File: config.mk
export PLATFORM = sky130hd
export DESIGN_NAME = sample_frontend
export DESIGN_NICKNAME = d
export VERILOG_FILES = /design/src/rtl/frontend_pkg.sv /design/src/rtl/jack_debounce.sv /design/src/rtl/sample_frontend.sv
export SDC_FILE = /design/constraint.sdc
export NUM_CORES = 1
export LEC_CHECK = 0
export ABC_CLOCK_PERIOD_IN_PS = 3400
export BUFFER_PORTS_ARGS = -buffer_cell sky130_fd_sc_hd__buf_2
export CORE_MARGIN = 2
export CORE_UTILIZATION = 47
export CTS_CLUSTER_SIZE = 14
export DETAILED_ROUTE_END_ITERATION = 8
export PLACE_DENSITY = 0.9
export RECOVER_POWER = 100
export SLEW_MARGIN = 20
export SYNTH_ARGS = -nofsm -noshare
export SYNTH_HDL_FRONTEND = slang
export SYNTH_SLANG_ARGS = --single-unit
File: constraint.sdc
create_clock -name clk -period 3.4 [get_ports clk]
set_input_delay 0.68 -clock clk [delete_from_list [all_inputs] [get_ports clk]]
set_output_delay 0.68 -clock clk [all_outputs]
set_load 0.005 [all_outputs]
File: src/rtl/frontend_pkg.sv
// Shared constants for the sample front end: FSM encodings and parameter defaults.
package frontend_pkg;

    typedef logic [1:0] state_t;

    localparam state_t ST_IDLE  = 2'd0;
    localparam state_t ST_START = 2'd1;
    localparam state_t ST_BUSY  = 2'd2;

    localparam int W_DEFAULT             = 16;
    localparam int JACK_DEBOUNCE_DEFAULT = 4;
    localparam int UNPLUGGED_DEFAULT     = -32000;

endpackage

File: src/rtl/jack_debounce.sv
// Strobe-paced debounce for one jack-detect bit; state_next exposes the
// post-update value so a frame captured on the same strobe sees a flip.
module jack_debounce #(
    parameter int N = 4
) (
    input  logic clk,
    input  logic rst,
    input  logic en,
    input  logic raw,
    output logic state,
    output logic state_next
);

    localparam int CW = $clog2(N + 1);

    logic [CW-1:0] cnt;
    logic [CW-1:0] cnt_next;

    always_comb begin
        state_next = state;
        cnt_next   = cnt;
        if (en) begin
            if (raw != state) begin
                // Flip on the strobe that would bring the count up to N.
                if (cnt == CW'(N - 1)) begin
                    state_next = ~state;
                    cnt_next   = '0;
                end else begin
                    cnt_next = cnt + 1'b1;
                end
            end else begin
                cnt_next = '0;
            end
        end
    end

    always_ff @(posedge clk) begin
        if (rst) begin
            state <= 1'b0;
            cnt   <= '0;
        end else begin
            state <= state_next;
            cnt   <= cnt_next;
        end
    end

endmodule

File: src/rtl/sample_frontend.sv
// Captures four scaled codec channels per sample strobe, hands the frame to the
// network with a start pulse, and counts strobes dropped while a pass runs.
module sample_frontend
    import frontend_pkg::*;
#(
    parameter int W             = W_DEFAULT,
    parameter int JACK_DEBOUNCE = JACK_DEBOUNCE_DEFAULT,
    parameter int UNPLUGGED     = UNPLUGGED_DEFAULT,
    parameter bit USE_IN3       = 1'b0
) (
    input  logic                clk,
    input  logic                rst,
    input  logic                sample_strobe,
    input  logic signed [W-1:0] sample_in0,
    input  logic signed [W-1:0] sample_in1,
    input  logic signed [W-1:0] sample_in2,
    input  logic signed [W-1:0] sample_in3,
    input  logic [7:0]          jack,
    input  logic                done,
    output logic signed [W-1:0] frame0,
    output logic signed [W-1:0] frame1,
    output logic signed [W-1:0] frame2,
    output logic signed [W-1:0] frame3,
    output logic                start,
    output logic                busy,
    output logic [3:0]          jack_state,
    output logic [15:0]         overrun_count
);

    localparam logic signed [W-1:0] UNPLUGGED_VAL = W'(UNPLUGGED);

    state_t              state;
    state_t              state_d;
    logic                capture;
    logic                overrun;
    logic [3:0]          jack_next;
    logic signed [W-1:0] sample  [4];
    logic signed [W-1:0] frame_d [4];
    logic signed [W-1:0] frame_q [4];
    logic                unused_jack_hi;

    assign unused_jack_hi = ^jack[7:4];

    assign sample[0] = sample_in0;
    assign sample[1] = sample_in1;
    assign sample[2] = sample_in2;
    assign sample[3] = sample_in3;

    // Debounce advances on every strobe, including ones the FSM drops.
    for (genvar i = 0; i < 4; i++) begin : g_jack
        jack_debounce #(.N(JACK_DEBOUNCE)) u_debounce (
            .clk        (clk),
            .rst        (rst),
            .en         (sample_strobe),
            .raw        (jack[i]),
            .state      (jack_state[i]),
            .state_next (jack_next[i])
        );
    end

    always_comb begin
        for (int i = 0; i < 4; i++) begin
            frame_d[i] = jack_next[i] ? (sample[i] >>> 2) : UNPLUGGED_VAL;
        end
        if (!USE_IN3) begin
            frame_d[3] = '0;
        end
    end

    always_comb begin
        state_d = state;
        capture = 1'b0;
        overrun = 1'b0;
        case (state)
            ST_IDLE: begin
                if (sample_strobe) begin
                    capture = 1'b1;
                    state_d = ST_START;
                end
            end
            ST_START: begin
                state_d = ST_BUSY;
                overrun = sample_strobe;
            end
            ST_BUSY: begin
                // A strobe landing with done chains straight into the next pass.
                if (done) begin
                    capture = sample_strobe;
                    state_d = sample_strobe ? ST_START : ST_IDLE;
                end else begin
                    overrun = sample_strobe;
                end
            end
            default: state_d = ST_IDLE;
        endcase
    end

    always_ff @(posedge clk) begin
        if (rst) begin
            state         <= ST_IDLE;
            overrun_count <= '0;
            for (int i = 0; i < 4; i++) begin
                frame_q[i] <= '0;
            end
        end else begin
            state <= state_d;
            if (capture) begin
                for (int i = 0; i < 4; i++) begin
                    frame_q[i] <= frame_d[i];
                end
            end
            if (overrun && overrun_count != 16'hFFFF) begin
                overrun_count <= overrun_count + 16'd1;
            end
        end
    end

    assign frame0 = frame_q[0];
    assign frame1 = frame_q[1];
    assign frame2 = frame_q[2];
    assign frame3 = frame_q[3];
    assign start  = (state == ST_START);
    assign busy   = (state != ST_IDLE);

endmodule

### After elaboration in Yosys (flattened, before gate mapping)

Memories as Yosys holds them, arrays and structs flattened.
Index checks and enable logic that the tools add are counted.

* bits in registers: 34
* memory bits (writable): 64
* input port bits: 76
* output and inout bits: 86
* word-level logic and storage cells: 80
* memories kept: 1

* add/sub/neg operators: 5
* equal/unequal tests: 13
* multiplexer cells: 38
* bitwise gates (word level): 8
* reduce and logical (&&, ||, !) cells: 5

Memory list
* frame_q: words 4, width 16, read ports 4, clocked after Yosys merged registers in 0, write ports 4, RTL line sample_frontend.sv:39 `logic signed [W-1:0] frame_q [4];`

Operators with widths (number)
* $mux 16: 7
* $mux 3: 8
* $mux 1: 18
* $add 16x1->16 const B: 1
* $ne 16x16->1 const B: 1
* $add 3x1->3 const B: 4
* $eq 3x2->1 const B: 4
* $pmux 2 s3: 1
* $mux 2: 2
* $ne 1x1->1: 4
* $ne 2x2->1 const B: 2
* $not 1->1: 4
* $or 1x1->1: 4
* $pmux 1 s2: 2
* $reduce_and 3->1: 1
* $eq 2x1->1 const B: 1
* $eq 2x2->1 const B: 1
* $logic_not 2->1: 1
* $reduce_and 2->1: 1
* $reduce_bool 2->1: 1
* $logic_and 1x1->1: 1

### Longest topological paths before layout

Gate-level depths: netlist of run 1.

* depth after elaboration: 6
* depth in mapped cells: 7
* gate-level depth less buffers: 6

### Modules after synthesis

From an unflattened synthesis of run 1, not the netlist that was laid out.

* cell total of the unflattened synthesis: 330
* area total of the unflattened synthesis: 3746.1 um2

Modules (own cells, without submodules)
* sample_frontend: instances 1, cells an instance 254, area an instance 2955.3 um2, sequential area each 1711.6 um2
* jack_debounce: instances 4, cells an instance 19, area an instance 197.7 um2, sequential area each 80.1 um2

### Least setup slack after synthesis of run 1

OpenSTA, ideal clock, no wires.

* path type: input to register
* start point: input rst
* end point: memory frame_q[0][0] (netlist name), enable pin
* library setup time: 0.410 ns
* arrival time: 2.392 ns
* data required time: 2.990 ns
* slack: 0.599 ns
* cell stages on the path: 3
* path buffers: 2
* cells stage by stage: clkbuf_1 -> clkbuf_1 -> nand2b_1

RTL lines
* start, declared: RTL line sample_frontend.sv:12 `input logic rst,`
* end, declared: RTL line sample_frontend.sv:39

==> results of run 1 <==
-- registers in the layout (all words and copies together) (netlist names) --
register / flops
overrun_count: 16
frame_q: 45
g_jack.u_debounce.state: 4
state: 2
g_jack.u_debounce.cnt: 12
-- per-layer routing --
metal  up-vias  part of all wire [%]
li1       1372                     -
met2       124                    51
met4         0                   1.3
met3        11                   7.5
met5         -                     0
met1      1356                    40
-- area by class of cell --
class                      count  area (sq um)
clock buffer                  10           128
clock inverter                 6          93.8
fill                         648          3200
inverter                      13          48.8
multi-input combinational    218          1410
sequential                    79          2030
tap                          102           128
timing repair buffer         123           601
-- how the worst min path moves through the flow --
stage | cells past startpoint | slack, ns | end | start
floorplan | 2 | 0.45 | g_jack[0].u_debounce.cnt[1] | g_jack[0].u_debounce.cnt[1]
global placement | 2 | 0.46 | g_jack[0].u_debounce.cnt[1] | g_jack[0].u_debounce.cnt[1]
detailed placement | 1 | 0.47 | g_jack[3].u_debounce.cnt[2] | g_jack[3].u_debounce.cnt[2]
CTS | 1 | 0.48 | g_jack[3].u_debounce.cnt[2] | g_jack[3].u_debounce.cnt[2]
global route | 1 | 0.50 | g_jack[3].u_debounce.cnt[2] | g_jack[3].u_debounce.cnt[2]
finish | 2 | 0.48 | g_jack[0].u_debounce.cnt[1] | g_jack[0].u_debounce.cnt[1]
-- tightest hold or removal path, delay by kind of cell, from the launching register on --
kind | cells | cell delay (ns)
flops | 1 | 0.32
simple gates | 1 | 0.06
compound gates | 1 | 0.06
-- cell families after synthesis --
| kind of cell | count (synthesis) | synth area share [%] |
|---|---|---|
| AOI/OAI and AO/OA | 54 | 9.85 |
| xor gates and xnor gates | 4 | 0.952 |
| adders and majority gates | 10 | 3.40 |
| buffers and inverters | 49 | 7.44 |
| DFF | 79 | 55.2 |
| muxes | 11 | 3.19 |
| other | 1 | 0.102 |
| and+or+nand+nor | 123 | 19.9 |
-- where the power goes --
part | switching (mW) | internal [mW] | total [mW]
combinational | 0.0992 | 0.0766 | 0.176
clock | 0.346 | 0.419 | 0.765
sequential | 0.0195 | 1.06 | 1.08
total | 0.465 | 1.56 | 2.02
-- layout by cell type (no fill, tap or decap), drive strengths merged, types with 4 or more instances in the layout --
cell type  instances
nand4             10
o31ai              6
buf               98
nor2              18
and2              37
mux2               6
a21oi             23
conb              16
edfxtp            45
nand3              7
ha                10
dfxtp             34
clkbuf            35
inv               14
nand2b             7
o21a               9
nand2             10
nand3b             4
nor3               5
mux2i              5
o21ai              6
or4                7
-- through the flow --
step | setup slack [ns] | hold slack, ns | std cells | utilization, %
after floorplan | 0.599 | 0.449 | 346 | -
after global placement | 0.752 | 0.457 | 535 | 56.1
after detailed placement | 0.744 | 0.469 | 535 | 56.1
after CTS | 0.784 | 0.479 | 551 | 59.0
after global routing | 0.304 | 0.496 | 551 | 58.1
final | 0.548 | 0.477 | 551 | 58.1
==> flow_metrics.py, run 1 <==
metrics = {
    "sta": {
        "max_clock_freq_mhz": 351,
        "post_route_clock_period_utilization_pct": 83.9,
        "finClkSkew_ns": 0.0140,
        "max_slew.worst_pin.slew_ns": 1.06,
        "fin_hold_viols": 0,
        "max_slew_vio_count": 0,
        "grt_setup_unrepaired": "false",
        "worst_slew_margin_rel_pct": 28.9,
        "final-setup-viol-count": 0,
        "fin_tns_setup_ns": 0,
        "finalCriticalPeriod_ns": 2.85,
    },
    "synthesis": {
        "syn-cell-area_sq_um": 3680,
        "synthArstFlopShare_pct": 0,
        "synth_edf_count": 45,
        "netlist_instances": 331,
        "avgSynthCellArea_sq_um": 11.1,
        "synth.distinct_cells": 49,
        "post_synth_top_area_cell": "sky130_fd_sc_hd__edfxtp_1",
        "top_cells_by_count_synth": "sky130_fd_sc_hd__edfxtp_1 (45), sky130_fd_sc_hd__and2_1 (37), sky130_fd_sc_hd__dfxtp_1 (34)",
        "postSynth.topFlopCell": "sky130_fd_sc_hd__edfxtp_1",
        "yosys.area.top_type_share_pct": 36.7,
        "ys_warn_count": 0,
        "share_of_synthesized_area_occupied_by_flip_flops_and_latches_pct": 55.2,
        "yosys-top-cells-area": "sky130_fd_sc_hd__edfxtp_1 (37%), sky130_fd_sc_hd__dfxtp_1 (18%), sky130_fd_sc_hd__and2_1 (6.3%)",
        "yosys_register_bits": 79,
        "post-synth-top-count-cell": "sky130_fd_sc_hd__edfxtp_1",
    },
    "worst_setup_path": {
        "worst_setup_path_endpoint": "frame_q[2][8]",
        "arrival_ns": 2.95,
        "reg2reg_to": "frame_q[2][8]",
        "critPathKind": "flop to flop",
        "crit_path_max_fanout": 23,
        "cp_num_cells": 6,
        "element_type_at_the_critical_path_end": "flop",
        "cell_breakdown_of_the_critical_path": "inv_1 -> ha_1 -> and2_0 -> o21ai_0 -> nand2b_1 -> buf_12",
        "crit_start": "state[0]",
        "crit_path_start_kind": "flop",
        "worst-endpoint-required_ns": 3.50,
        "r2r_slack_ns": 0.55,
        "critPathTopFamily": "simple AND/OR/NAND/NOR gates",
        "critical_path.n_buffers_inverters": 2,
        "critical_path.slowest_cell": "sky130_fd_sc_hd__nand2b_1",
        "timing.reg2reg.worst_path_depth": 6,
        "critPathMaxStageDelay_ns": 0.74,
        "rr_startpoint": "state[0]",
    },
    "routing": {
        "final_antenna_net_count": 0,
        "drt-initial-drc-count": 106,
        "routed_wire_length_per_instance_um": 14.6,
        "routed-via-count": 2863,
        "route.final.wire_length_um": 8030,
        "post_drt_via_cell_ratio": 5.20,
        "firstDrtPassIters": 6,
        "number_of_remaining_drc_errors": 0,
    },
    "power_and_ir_drop": {
        "total_power_mw": 2.02,
        "p_per_area_nw_per_um2": 455,
        "leakage_nw": 1.86,
        "worst_ir_drop_vdd_mv": 0.249,
    },
    "global_route": {
        "grt_use_met3_pct": 4.64,
        "gr-usage-all-layers_pct": 18.8,
        "grt_pass1_wl_um": 12500,
        "grt_met1_usage_pct": 22.0,
        "grt_max_degree": 29,
        "antenna_found_initial": 0,
        "number_of_global_route_vias_before_repair": 2619,
        "grt-busiest-layer": "met2",
        "grt.met2_usage_pct": 33.5,
        "grt_overflow_total": 0,
    },
    "clock_network": {
        "cts_repair_resize_count": 0,
        "clockBufferDepth": 2,
        "cts.root.buffer_cell": "sky130_fd_sc_hd__clkbuf_8",
        "clkTransAtPathRegs_ns": 0.08,
        "cts_made_buffers": 9,
        "numClockSinks": 79,
        "cts_setup_buffers": 0,
        "cts_max_level": 3,
        "cts_hold_buffers": 0,
        "insertion_delay_ns": 0.35,
        "tritoncts": "built",
    },
    "die": {
        "floorplan.die.height_um": 92.5,
        "core_region_area_sq_um": 7650,
        "design.die.area_sq_um": 8560,
        "floorplan.initialDensity_pct": 48.2,
        "die_width_um": 92.5,
        "rows": 32,
        "top_level_ports": 162,
    },
    "place": {
        "hpwl_reported_at_the_end_of_detailed_placement_um": 5920,
        "placed_cell_area_sq_um": 4290,
        "place.gp.congestion": 0.857,
        "numPortBuffers": 119,
    },
    "outcome": {
        "outcome": "completed",
    },
    "finish": {
        "antenna_cells": 0,
        "final_design_area_no_fill_sq_um": 4440,
        "area_growth_syn_to_layout_pct": 20.7,
        "drive_above_1_share_pct": 28.3,
        "nNetsFinal": 530,
    },
    "job": {
        "drv.max_cap_violation_count": 0,
    },
    "worst_hold_path": {
        "worstHoldPathType": "flop to flop",
    },
}
Note: power is estimated with default switching activity, not from simulation.
==> inputs of run 2 (changes only) <==
- ABC_CLOCK_PERIOD_IN_PS: 3400 -> 2900
- clock period: 3.4 -> 2.9 ns (I/O delays scaled with it)
==> run 2 against run 1 <==
The flow now finishes with violations (max-capacitance violations, max-slew violations). Design area fell by 0.56%. Maximum frequency up 13%. Critical path depth unchanged. Die area stayed put. Hold slack improved by 0.0021 ns. Final cell count up 0.18%. Clock power rose by 6.4%. Utilization decreased by 0.33 points. Routed wire length rose by 1.9%.
==> flow_metrics.py, run 2 (synthesis results as in run 1) <==
metrics = {
    "sta": {
        "grt_setup_unrepaired": "false",
        "finClkSkew_ns": 0.0114,
        "final-setup-viol-count": 0,
        "worst_slew_margin_rel_pct": -10.3,
        "max_slew.worst_pin.slew_ns": 1.65,
        "max_clock_freq_mhz": 396,
        "fin_hold_viols": 0,
        "post_route_clock_period_utilization_pct": 87.2,
        "fin_tns_setup_ns": 0,
        "max_slew_vio_count": 38,
        "finalCriticalPeriod_ns": 2.53,
    },
    "power_and_ir_drop": {
        "leakage_nw": 1.79,
        "p_per_area_nw_per_um2": 518,
        "total_power_mw": 2.29,
        "worst_ir_drop_vdd_mv": 0.275,
    },
    "clock_network": {
        "clkTransAtPathRegs_ns": 0.08,
        "cts.root.buffer_cell": "sky130_fd_sc_hd__clkbuf_8",
        "insertion_delay_ns": 0.34,
        "cts_made_buffers": 9,
        "cts_setup_buffers": 0,
        "numClockSinks": 79,
        "cts_hold_buffers": 0,
        "tritoncts": "built",
        "cts_repair_resize_count": 0,
        "clockBufferDepth": 2,
        "cts_max_level": 3,
    },
    "place": {
        "place.gp.congestion": 0.889,
        "hpwl_reported_at_the_end_of_detailed_placement_um": 5980,
        "numPortBuffers": 119,
        "placed_cell_area_sq_um": 4280,
        "numPlacedInstances": 536,
    },
    "worst_setup_path": {
        "element_type_at_the_critical_path_end": "flop",
        "rr_startpoint": "overrun_count[0]",
        "crit_start": "overrun_count[0]",
        "critPathKind": "flop to flop",
        "timing.reg2reg.worst_path_depth": 6,
        "critPathMaxStageDelay_ns": 0.84,
        "cp_num_cells": 6,
        "arrival_ns": 2.75,
        "crit_path_start_kind": "flop",
        "reg2reg_to": "overrun_count[10]",
        "crit_path_max_fanout": 13,
        "r2r_slack_ns": 0.37,
        "critical_path.slowest_cell": "sky130_fd_sc_hd__nor4_1",
        "critical_path.n_buffers_inverters": 1,
        "worst-endpoint-required_ns": 3.13,
        "cell_breakdown_of_the_critical_path": "ha_1 -> nand4_1 -> nor4_1 -> buf_4 -> nor4_1 -> mux2_2",
        "worst_path_most_repeated_cell": "sky130_fd_sc_hd__nor4_1",
        "critPathTopFamily": "simple AND/OR/NAND/NOR gates",
    },
    "global_route": {
        "grt-busiest-layer": "met2",
        "antenna_found_initial": 0,
        "grt_pass1_wl_um": 12800,
        "number_of_global_route_vias_before_repair": 2623,
        "grt_met1_usage_pct": 23.6,
        "grt_use_met3_pct": 4.72,
        "grt.met2_usage_pct": 32.5,
        "gr-usage-all-layers_pct": 19.0,
        "grt_overflow_total": 0,
        "grt_max_degree": 46,
    },
    "worst_hold_path": {
        "hold_path_startpoint": "g_jack[3].u_debounce.cnt[2]",
        "whs_endpoint": "g_jack[3].u_debounce.cnt[2]",
        "hold-path-cell-count": 1,
        "worstHoldPathType": "flop to flop",
    },
    "routing": {
        "firstDrtPassIters": 4,
        "routed-via-count": 2839,
        "number_of_remaining_drc_errors": 0,
        "final_antenna_net_count": 0,
        "routed_wire_length_per_instance_um": 14.8,
        "post_drt_via_cell_ratio": 5.14,
        "drt-initial-drc-count": 108,
        "route.final.wire_length_um": 8190,
    },
    "outcome": {
        "outcome": "complete, but fails checks",
        "failed_checks": "max-capacitance violations, max-slew violations",
    },
    "finish": {
        "final_design_area_no_fill_sq_um": 4420,
        "largest_register": "frame_q",
        "area_of_the_multi_input_gates_sq_um": 1430,
        "nNetsFinal": 531,
        "layout.filler_cells": 662,
        "most-common-layout-cells": "sky130_fd_sc_hd__buf_2 (85), sky130_fd_sc_hd__edfxtp_1 (45), sky130_fd_sc_hd__clkbuf_1 (38)",
        "ff_latch_area_sq_um": 2030,
        "layout.core_utilization_pct": 57.8,
        "final_common_cell": "sky130_fd_sc_hd__buf_2",
        "reg_top3": "frame_q: 45 flops, overrun_count: 16 flops, g_jack.u_debounce.cnt: 12 flops",
        "area_growth_syn_to_layout_pct": 20.0,
        "largest_register_ff_count": 45,
        "layout.cells.non_filler": 552,
        "antenna_cells": 0,
        "drive_above_1_share_pct": 26.4,
    },
    "die": {
        "core_region_area_sq_um": 7650,
        "design.die.area_sq_um": 8560,
        "die_width_um": 92.5,
        "rows": 32,
        "floorplan.die.height_um": 92.5,
        "top_level_ports": 162,
        "floorplan.initialDensity_pct": 48.2,
    },
    "job": {
        "drv.max_cap_violation_count": 1,
    },
}
==> run 2: changes by cell type in the layout (fill, tap and decap cells not counted), sizes merged <==
cell / before / now
bufinv: 2 / 1
buf: 98 / 87
clkinvlp: 1 / 3
clkbuf: 35 / 47
clkinv: 2 / 1
==> run 2: worst max-delay path by stage <==
stage / endpoint / slack (ns)
floorplan: frame_q[0][0] / 0.20
global placement: frame_q[1][1] / 0.44
detailed placement: frame_q[1][1] / 0.40
CTS: frame_q[1][5] / 0.58
global route: overrun_count[10] / 0.20
finish: overrun_count[10] / 0.37
==> run 2: layout make-up <==
type                    instances  area share [%]
repair buffers                124            13.1
clock inverters                 6            1.59
inverters                      13            1.10
multi-input cells             218            32.4
clock buffers                  10            2.89
flip-flops and latches         79            46.0
well taps                     102            2.89
==> run 2: metrics by stage <==
step | worst slack [ns] | hold slack, ns
5_1_grt | 0.200 | 0.493
2_1_floorplan | 0.199 | 0.449
3_5_place_dp | 0.397 | 0.472
6_report | 0.373 | 0.479
4_1_cts | 0.581 | 0.484
3_3_place_gp | 0.437 | 0.457
==> run 2: routing by layer <==
layer  vias to the layer above  part of all wire (%)  wire (um)
met5                         -                     0          0
met3                         9                   7.9        645
li1                       1371                     -          -
met1                      1337                    42       3410
met4                         0                   1.3        104
met2                       122                    49       4030
==> run 2: report_power, final <==
group	leakage [nW]	internal, mW	switching, mW
Clock	0.0891	0.403	0.412
Combinational	0.938	0.0836	0.119
Sequential	0.764	1.25	0.0235
